`config.mk`:
```
export PLATFORM = sky130hd
export DESIGN_NAME = traffic_input_conditioner
export DESIGN_NICKNAME = d
export VERILOG_FILES = /design/src/rtl/traffic_pkg.sv /design/src/rtl/input_debouncer.sv /design/src/rtl/traffic_input_conditioner.sv
export SDC_FILE = /design/constraint.sdc
export NUM_CORES = 1
export LEC_CHECK = 0
export BUFFER_PORTS_ARGS = -buffer_cell sky130_fd_sc_hd__buf_4
export CORE_MARGIN = 4
export CORE_UTILIZATION = 40
export DETAILED_ROUTE_END_ITERATION = 8
export PLACE_DENSITY_LB_ADDON = 0.12
export SLEW_MARGIN = 0
export SYNTH_ARGS = -nofsm -noshare
export SYNTH_HDL_FRONTEND = slang
export SYNTH_SLANG_ARGS = --single-unit
```
`constraint.sdc`:
```
create_clock -name clock -period 2.1 [get_ports clock]
set_input_delay 0.105 -clock clock [delete_from_list [all_inputs] [get_ports clock]]
set_output_delay 0.105 -clock clock [all_outputs]
set_load 0.005 [all_outputs]
```
`src/rtl/traffic_pkg.sv`:
```
// traffic_pkg: walk-request FSM states and default timing constants for the traffic input path
package traffic_pkg;
    typedef enum logic [1:0] {W_IDLE, W_PEND, W_HELD} walk_state_t;
    localparam int DEF_CLK_HZ = 100_000_000;
    localparam int DEF_DEBOUNCE_CYCLES = 1_000_000;
    localparam int DEF_TICK_DIV = DEF_CLK_HZ;
endpackage

```
`src/rtl/input_debouncer.sv`:
```
// input_debouncer: two-flop synchronizer followed by a consecutive-mismatch debouncer
module input_debouncer
    import traffic_pkg::*;
#(
    parameter int DEBOUNCE_CYCLES = DEF_DEBOUNCE_CYCLES
) (
    input  logic clock,
    input  logic reset,
    input  logic din,
    output logic level
);
    localparam int CW = $clog2(DEBOUNCE_CYCLES);
    logic [1:0] sync;
    logic [CW-1:0] cnt;
    logic mismatch, done;
    assign mismatch = sync[1] != level;
    // The level flips on the edge where the count would reach DEBOUNCE_CYCLES.
    assign done = mismatch && cnt == CW'(DEBOUNCE_CYCLES - 1);
    always_ff @(posedge clock or posedge reset) begin
        if (reset) begin
            sync  <= '0;
            cnt   <= '0;
            level <= 1'b0;
        end else begin
            sync  <= {sync[0], din};
            cnt   <= (mismatch && !done) ? cnt + 1'b1 : '0;
            level <= level ^ done;
        end
    end
endmodule

```
`src/rtl/traffic_input_conditioner.sv`:
```
// traffic_input_conditioner: debounced walk/sensor inputs, latched walk request and tick timebase
module traffic_input_conditioner
    import traffic_pkg::*;
#(
    parameter int CLK_HZ          = DEF_CLK_HZ,
    parameter int DEBOUNCE_CYCLES = DEF_DEBOUNCE_CYCLES,
    parameter int TICK_DIV        = CLK_HZ
) (
    input  logic clock,
    input  logic reset,
    input  logic walk,
    input  logic sensor,
    input  logic walk_ack,
    output logic walk_req,
    output logic sensor_active,
    output logic tick
);
    localparam int TW = $clog2(TICK_DIV);
    walk_state_t state, next;
    logic walk_lvl, walk_prev, walk_rise, wrap;
    logic [TW-1:0] tcnt;
    input_debouncer #(.DEBOUNCE_CYCLES(DEBOUNCE_CYCLES)) u_walk (
        .clock(clock), .reset(reset), .din(walk), .level(walk_lvl)
    );
    input_debouncer #(.DEBOUNCE_CYCLES(DEBOUNCE_CYCLES)) u_sensor (
        .clock(clock), .reset(reset), .din(sensor), .level(sensor_active)
    );
    assign walk_rise = walk_lvl && !walk_prev;
    assign wrap = tcnt == TW'(TICK_DIV - 1);
    always_ff @(posedge clock or posedge reset) begin
        if (reset) begin
            state     <= W_IDLE;
            walk_prev <= 1'b0;
            walk_req  <= 1'b0;
            tcnt      <= '0;
            tick      <= 1'b0;
        end else begin
            state     <= next;
            walk_prev <= walk_lvl;
            walk_req  <= next == W_PEND;
            tcnt      <= wrap ? '0 : tcnt + 1'b1;
            tick      <= wrap;
        end
    end
    // A held button parks in W_HELD so it cannot re-raise the request.
    always_comb begin
        next = state;
        if (state == W_IDLE && walk_rise)
            next = W_PEND;
        else if (state == W_PEND && walk_ack)
            next = walk_lvl ? W_HELD : W_IDLE;
        else if (state == W_HELD && !walk_lvl)
            next = W_IDLE;
    end
endmodule

```
==> results of run 1 <==
worst min-delay path, stage by stage:
cell	delay, ps
buf_4	110
nand2_1	80
o22a_1	140
logic make-up (layout without fill, tap and decap cells):
kind of cell / count (synthesis) / count (layout) / synth area share
AO/OA/AOI/OAI: 5 / 5 / 0.0102
XOR/XNOR: 61 / 61 / 0.150
adder cells (fa/ha/maj): 3 / 3 / 0.0105
buffers and inverters: 13 / 38 / 0.0189
flip-flops: 78 / 78 / 0.547
multiplexers: 2 / 2 / 0.00632
AND/OR/NAND/NOR: 180 / 180 / 0.257
registers in the layout, indices dropped and copies added, names as in the netlist, named ones only:
register and count:
state 2, walk_req 1, tcnt 27, u_walk.cnt 20
u_walk.sync 2, tick 1, u_sensor.cnt 20, walk_prev 1
u_sensor.sync 2
Yosys cell counts:
cell      instances  area share
mux2_2            2      0.0063
a21o_1            1      0.0021
nand4_1          18       0.032
and3_2            1      0.0021
xnor2_1          23       0.056
nor2b_1           4      0.0070
and4_1            6       0.015
nand2_1          25       0.026
nand2b_1          1      0.0018
a31oi_1           1      0.0018
a22o_1            1      0.0025
nor4_4            1      0.0060
clkbuf_1          1      0.0011
buf_4             4      0.0084
nor3_1            9       0.013
nand3_1          24       0.034
xor2_1           38       0.093
or2_2             4      0.0070
nor3_2            1      0.0028
o22a_1            1      0.0025
and3_1           10       0.018
o21ai_0           1      0.0014
nor2_1           64       0.067
nor3b_1           1      0.0021
nand3b_1          1      0.0021
or4b_1            1      0.0028
buf_2             3      0.0042
inv_1             5      0.0053
nand4b_1          2      0.0049
nor4b_1           3      0.0074
and2_1            2      0.0035
nor4_1            2      0.0035
ha_1              3       0.011
dfrtp_1          78        0.55
worst max path at each step:
stage                       startpoint                  endpoint  slack [ps]  cells after the start
2_1_floorplan       tcnt[12]$_DFF_PP0_        tcnt[24]$_DFF_PP0_         430                      6
3_5_place_dp   u_walk.cnt[0]$_DFF_PP0_   u_walk.cnt[9]$_DFF_PP0_         150                      6
3_3_place_gp   u_walk.cnt[0]$_DFF_PP0_   u_walk.cnt[7]$_DFF_PP0_         160                      6
4_1_cts        u_walk.cnt[0]$_DFF_PP0_  u_walk.cnt[11]$_DFF_PP0_         130                      6
6_report       u_walk.cnt[0]$_DFF_PP0_   u_walk.cnt[5]$_DFF_PP0_         170                      6
5_1_grt        u_walk.cnt[0]$_DFF_PP0_  u_walk.cnt[10]$_DFF_PP0_          10                      6
metal layers:
metal | GRT usage | vias up | part of all wire
met5 | 0 | - | 0
met4 | 0.0383 | 0 | 0.011
met3 | 0.0451 | 8 | 0.025
met2 | 0.199 | 17 | 0.44
met1 | 0.178 | 1118 | 0.52
li1 | - | 1192 | -
layout by cell type (no fill, tap or decap):
master         Yosys  routed
mux2_2             2       2
nor4_1             2       2
buf_4              4      13
or4b_1             1       1
nand4b_1           2       2
xnor2_1           23      23
nor3_1             9       9
dfrtp_1           78      78
and3_2             1       1
a21o_1             1       1
o22a_1             1       1
clkinv_2           0       2
nand2b_1           1       1
nor3b_1            1       1
bufinv_16          0       2
ha_1               3       3
or2_2              4       4
nand4_1           18      18
dlygate4sd3_1      0       3
nand3_1           24      24
buf_12             0       1
a22o_1             1       1
nor3_2             1       1
and4_1             6       6
o21ai_0            1       1
xor2_1            38      38
and2_1             2       2
clkbuf_1           1       2
nor2b_1            4       4
nor2_1            64      64
a31oi_1            1       1
nor4_4             1       1
nor4b_1            3       3
nand2_1           25      25
and3_1            10      10
clkbuf_8           0      10
inv_1              5       4
nand3b_1           1       1
clkinvlp_4         0       1
metrics by stage:
step	std cells	instance area (sq um)	hold WS [ps]
4_1_cts	475	4020	116
5_1_grt	475	4020	136
2_1_floorplan	342	3570	136
3_5_place_dp	456	3770	216
6_report	475	4020	135
3_3_place_gp	456	3770	215
repair_timing:
action | CTS | global route
endpoints found under the hold margin | 80 | 0
hold buffers | 3 | 0
gates resized for setup | 0 | 0
layout make-up:
type,count,share of cell area
multi-input combinational,251,0.385
tap,108,0.0336
clock inverter,4,0.0174
inverter,5,0.00560
timing repair buffer,17,0.0367
sequential,78,0.486
clock buffer,12,0.0361
power by group through the flow:
| stage | Clock [uW] | Sequential, uW | Combinational [uW] |
|---|---|---|---|
| after floorplan | 0 | 1550 | 52.9 |
| after global placement | 0 | 1550 | 75.4 |
| after detailed placement | 0 | 1550 | 75.5 |
| after CTS | 1270 | 1520 | 79.8 |
| after global routing | 1330 | 1530 | 89.9 |
| final | 1210 | 1520 | 75.5 |
==> results.toml, run 1 <==
[timing]
slew_violations = 0
worst_clock_skew_ps = 9.12
hold_violations = 0
setup_viol = 0
fin_crit_sh = 0.918
maxSlewHeadroom = 0.636
final.min_clock_period_ps = 1930
tns_ps = 0
fmax_ghz = 0.519
setup_ws_ps = 172
rsz0062_at_grt = "no"
max_slew.worst_pin.slew_ps = 542

[drt]
ant_nets = 0
routed_via_density = 4.92
routedWlPerCell_um = 12.7
wl_um = 6050
remaining_drc_errors = 0
via_count = 2335
drt_iter0_markers = 156
drtPass1Iterations = 4

[power]
p_seq_frac = 0.542
switching_power_uw = 572
ir_drop_mv = 0.410
finalPower_uw = 2810
p_sw_frac = 0.204
powerDensity_nw_per_um2 = 699
p_leak_uw = 0.00182
p_comb_frac = 0.027
intPower_uw = 2240
p_clk_frac = 0.431

[die]
ios = 8
fp.dieW_um = 102
core-area_sq_um = 8680
dieArea_sq_um = 10500
die_h_um = 102
core.rowCount = 34
initial_utilization = 0.411

[cts]
clk_pin_slew_ps = 70
cts_sinks = 78
cts_buffer_depth = 2
cts_setup_buffers = 0
cts-root-buf = "clkbuf_8"
cts_made_buffers = 9
clock_latency_ps = 340
htree_levels = 3
cts_tree = "built"

[global_routing]
antenna_found_initial = 0
grt_pass1_vias = 2372
grt_pass1_wl_um = 10900
grt_max_degree = 79
grt-ovfl-total = 0
grt_usage = 0.131

[hold_path]
min_path_type = "primary input to flip-flop"
hp-start = "walk_ack"
hold_depth = 3
min_to = "state[0]$_DFF_PP0_"

[setup_path]
rr_worst_depth = 6
arrival_ps = 2140
r2r_end = "u_walk.cnt[5]$_DFF_PP0_"
cpPeakStageDelay_ps = 420
worst-path-buf-inv = 1
crit_type = "flip-flop to flip-flop"
r2r-start = "u_walk.cnt[0]$_DFF_PP0_"
path_max_fanout = 20
cp-start-kind = "flip-flop"
rrSetupSlack_ps = 170
crit_path_top_delay_cell = "or2_2"
path_cells = "ha_1 > inv_1 > or2_2 > nor3_1 > or2_2 > nor2_1"
crit_required_ps = 2310
crit_family = "simple AND/OR/NAND/NOR gates"
cp-end-kind = "flip-flop"
cp_common_cell = "or2_2"

[final_layout]
fin_nets = 370
syn_to_final_growth_pct = 12.7
final_core_util = 0.463
fill_cells = 827
multi_input_area_sq_um = 1550
diodes = 0
ff_latch_area_sq_um = 1950
drive_above_1_share = 0.104

[placed_design]
numPortBuffers = 7
pre_cts_ws_ps = 148
hpwl_um = 3930
gp_congestion = 0.772

[logic_synthesis]
syn_inst = 342
synth_cell_types = 34
yosysWarningCount = 0
postSynthAreaPerCell_sq_um = 10.4
syn_nets = 350
ys_seq_area_frac = 0.547
ys_ff_latch = 78
syn-cell-area_sq_um = 3570

[run]
cap_violations = 0

[outcome]
status = "finished, final reports clean"
Power figures use the tool's default switching activity.
==> run 2: changes to the inputs <==
--- a/config.mk
+++ b/config.mk
@@ -5,10 +5,11 @@
 export SDC_FILE = /design/constraint.sdc
 export NUM_CORES = 1
 export LEC_CHECK = 0
-export BUFFER_PORTS_ARGS = -buffer_cell sky130_fd_sc_hd__buf_4
+export BUFFER_PORTS_ARGS = -buffer_cell sky130_fd_sc_hd__buf_2
 export CORE_MARGIN = 4
 export CORE_UTILIZATION = 40
 export DETAILED_ROUTE_END_ITERATION = 8
+export GPL_TIMING_DRIVEN = 0
 export PLACE_DENSITY_LB_ADDON = 0.12
 export SLEW_MARGIN = 0
 export SYNTH_ARGS = -nofsm -noshare
==> run 2 against run 1 <==
  * First-iteration DRC count fell by 53%
  * Power increased by 1.9%
  * Wire length up 1.1%
  * Via count is 1.2% higher
  * Register-to-register slack better by 70 ps
  * Worst hold slack worse by 27 ps
  * Die area stayed put
  * Combinational power grew 9.9%
  * Final cell count is 0.63% higher
  * Critical path type unchanged
  * Largest cell class unchanged
  * Largest power group unchanged
==> results.toml, run 2 (same netlist as run 1, synthesis figures left out) <==
[timing]
slew_violations = 0
hold_violations = 0
setup_viol = 0
max_slew.worst_pin.slew_ps = 839
fmax_ghz = 0.539
fin_crit_sh = 0.883
final.min_clock_period_ps = 1850
worst_clock_skew_ps = 12.7
tns_ps = 0
maxSlewHeadroom = 0.436
rsz0062_at_grt = "no"

[die]
fp.dieW_um = 102
dieArea_sq_um = 10500
die_h_um = 102
core.rowCount = 34
initial_utilization = 0.411
ios = 8
core-area_sq_um = 8680

[final_layout]
fin_nets = 373
diodes = 0
final_common_cell = "dfrtp_1"
syn_to_final_growth_pct = 13.2
ff_latch_area_sq_um = 1950
reg_top3 = "tcnt x27, u_sensor.cnt x20, u_walk.cnt x20"
fin_cells = 478
drive_above_1_share = 0.114
fill_cells = 855
multi_input_area_sq_um = 1550
largest_reg_flops = 27
final_core_util = 0.465
regMostFlops = "tcnt"
layout_common_cells = "78 x dfrtp_1, 63 x nor2_1, 38 x xor2_1"

[hold_path]
hold_depth = 3
hp-start = "walk_ack"
min_path_type = "primary input to flip-flop"
min_to = "state[0]$_DFF_PP0_"

[setup_path]
crit_path_top_delay_cell = "dfrtp_1"
r2r_end = "tcnt[8]$_DFF_PP0_"
path_max_fanout = 10
cpPeakStageDelay_ps = 370
crit_type = "flip-flop to flip-flop"
cp-end-kind = "flip-flop"
crit_required_ps = 2330
arrival_ps = 2090
cp-start-kind = "flip-flop"
cp_common_cell = "buf_4"
rr_worst_depth = 7
path_cells = "ha_1 > nand4_1 > nor2_2 > and4_1 > buf_4 > buf_4 > nor2_1"
r2r-start = "tcnt[0]$_DFF_PP0_"
rrSetupSlack_ps = 250

[global_routing]
grt_usage = 0.131
grt_pass1_wl_um = 10900
grt-ovfl-total = 0
antenna_found_initial = 0
grt_max_degree = 35
grt_pass1_vias = 2367

[placed_design]
dpl.cell_count = 459
hpwl_um = 4150
numPortBuffers = 7
gp_congestion = 0.727

[cts]
cts-root-buf = "clkbuf_8"
cts_tree = "built"
cts_setup_buffers = 0
clock_latency_ps = 350
cts_buffer_depth = 2
cts_sinks = 78
cts_made_buffers = 9
clk_pin_slew_ps = 80
htree_levels = 3

[drt]
drt_iter0_markers = 74
via_count = 2364
routed_via_density = 4.95
remaining_drc_errors = 0
wl_um = 6120
drtPass1Iterations = 4
ant_nets = 0
routedWlPerCell_um = 12.8

[power]
finalPower_uw = 2860
p_leak_uw = 0.00183
powerDensity_nw_per_um2 = 709
ir_drop_mv = 0.292

[outcome]
status = "finished, final reports clean"

[run]
cap_violations = 0
==> run 2: worst max-delay path by stage <==
stage	startpoint	end	slack, ps	depth (start not counted)
6_report	tcnt[0]$_DFF_PP0_	tcnt[8]$_DFF_PP0_	250	7
5_1_grt	tcnt[0]$_DFF_PP0_	tcnt[8]$_DFF_PP0_	90	7
4_1_cts	tcnt[0]$_DFF_PP0_	tcnt[22]$_DFF_PP0_	70	7
3_5_place_dp	tcnt[0]$_DFF_PP0_	tcnt[22]$_DFF_PP0_	90	7
3_3_place_gp	tcnt[0]$_DFF_PP0_	tcnt[22]$_DFF_PP0_	110	7
2_1_floorplan	tcnt[12]$_DFF_PP0_	tcnt[24]$_DFF_PP0_	430	6
==> run 2: per-layer routing <==
metal  part of all wire  track usage  wire [um]  vias up
met5                  0            0          0        -
met4              0.016       0.0515         97        0
met3              0.023       0.0307        140        9
met2               0.45        0.200       2750       12
met1               0.51        0.181       3130     1145
li1                   -            -          -     1198
==> run 2: final cells by class <==
class	count	area share
plain buffers	8	0.0121
clock buffers	11	0.0350
clock inverters	5	0.0202
inverters	5	0.00558
multi-input cells	251	0.384
flip-flops and latches	78	0.484
well taps	108	0.0335
repair buffers	12	0.0260
==> run 2: repair_timing <==
item,CTS,global route
gates resized for setup,0,1
hold buffers,3,0
endpoints found under the setup margin,0,12
hold endpoints to repair,22,0
==> run 2: critical path: cells and delay by family (launching register included) <==
family | cells | cell delay (ps)
AND/OR/NAND/NOR | 4 | 770
flip-flops | 1 | 370
buffers and inverters | 2 | 350
adder cells (fa/ha/maj) | 1 | 240
==> run 2: stage by stage <==
step	cell area, sq um	hold slack, ps	worst slack, ps
floorplan	3570	136	434
global placement	3740	213	109
detailed placement	3780	162	89.9
CTS	4030	96.5	69.8
global route	4040	118	93.4
finish	4040	108	245
==> run 2: power breakdown <==
| group | leakage [uW] | switching (uW) | internal, uW |
|---|---|---|---|
| Combinational | 0.000656 | 53.5 | 29.5 |
| Sequential | 0.00106 | 9.30 | 1510 |
| Clock | 0.000110 | 552 | 705 |
| Total | 0.00183 | 615 | 2250 |
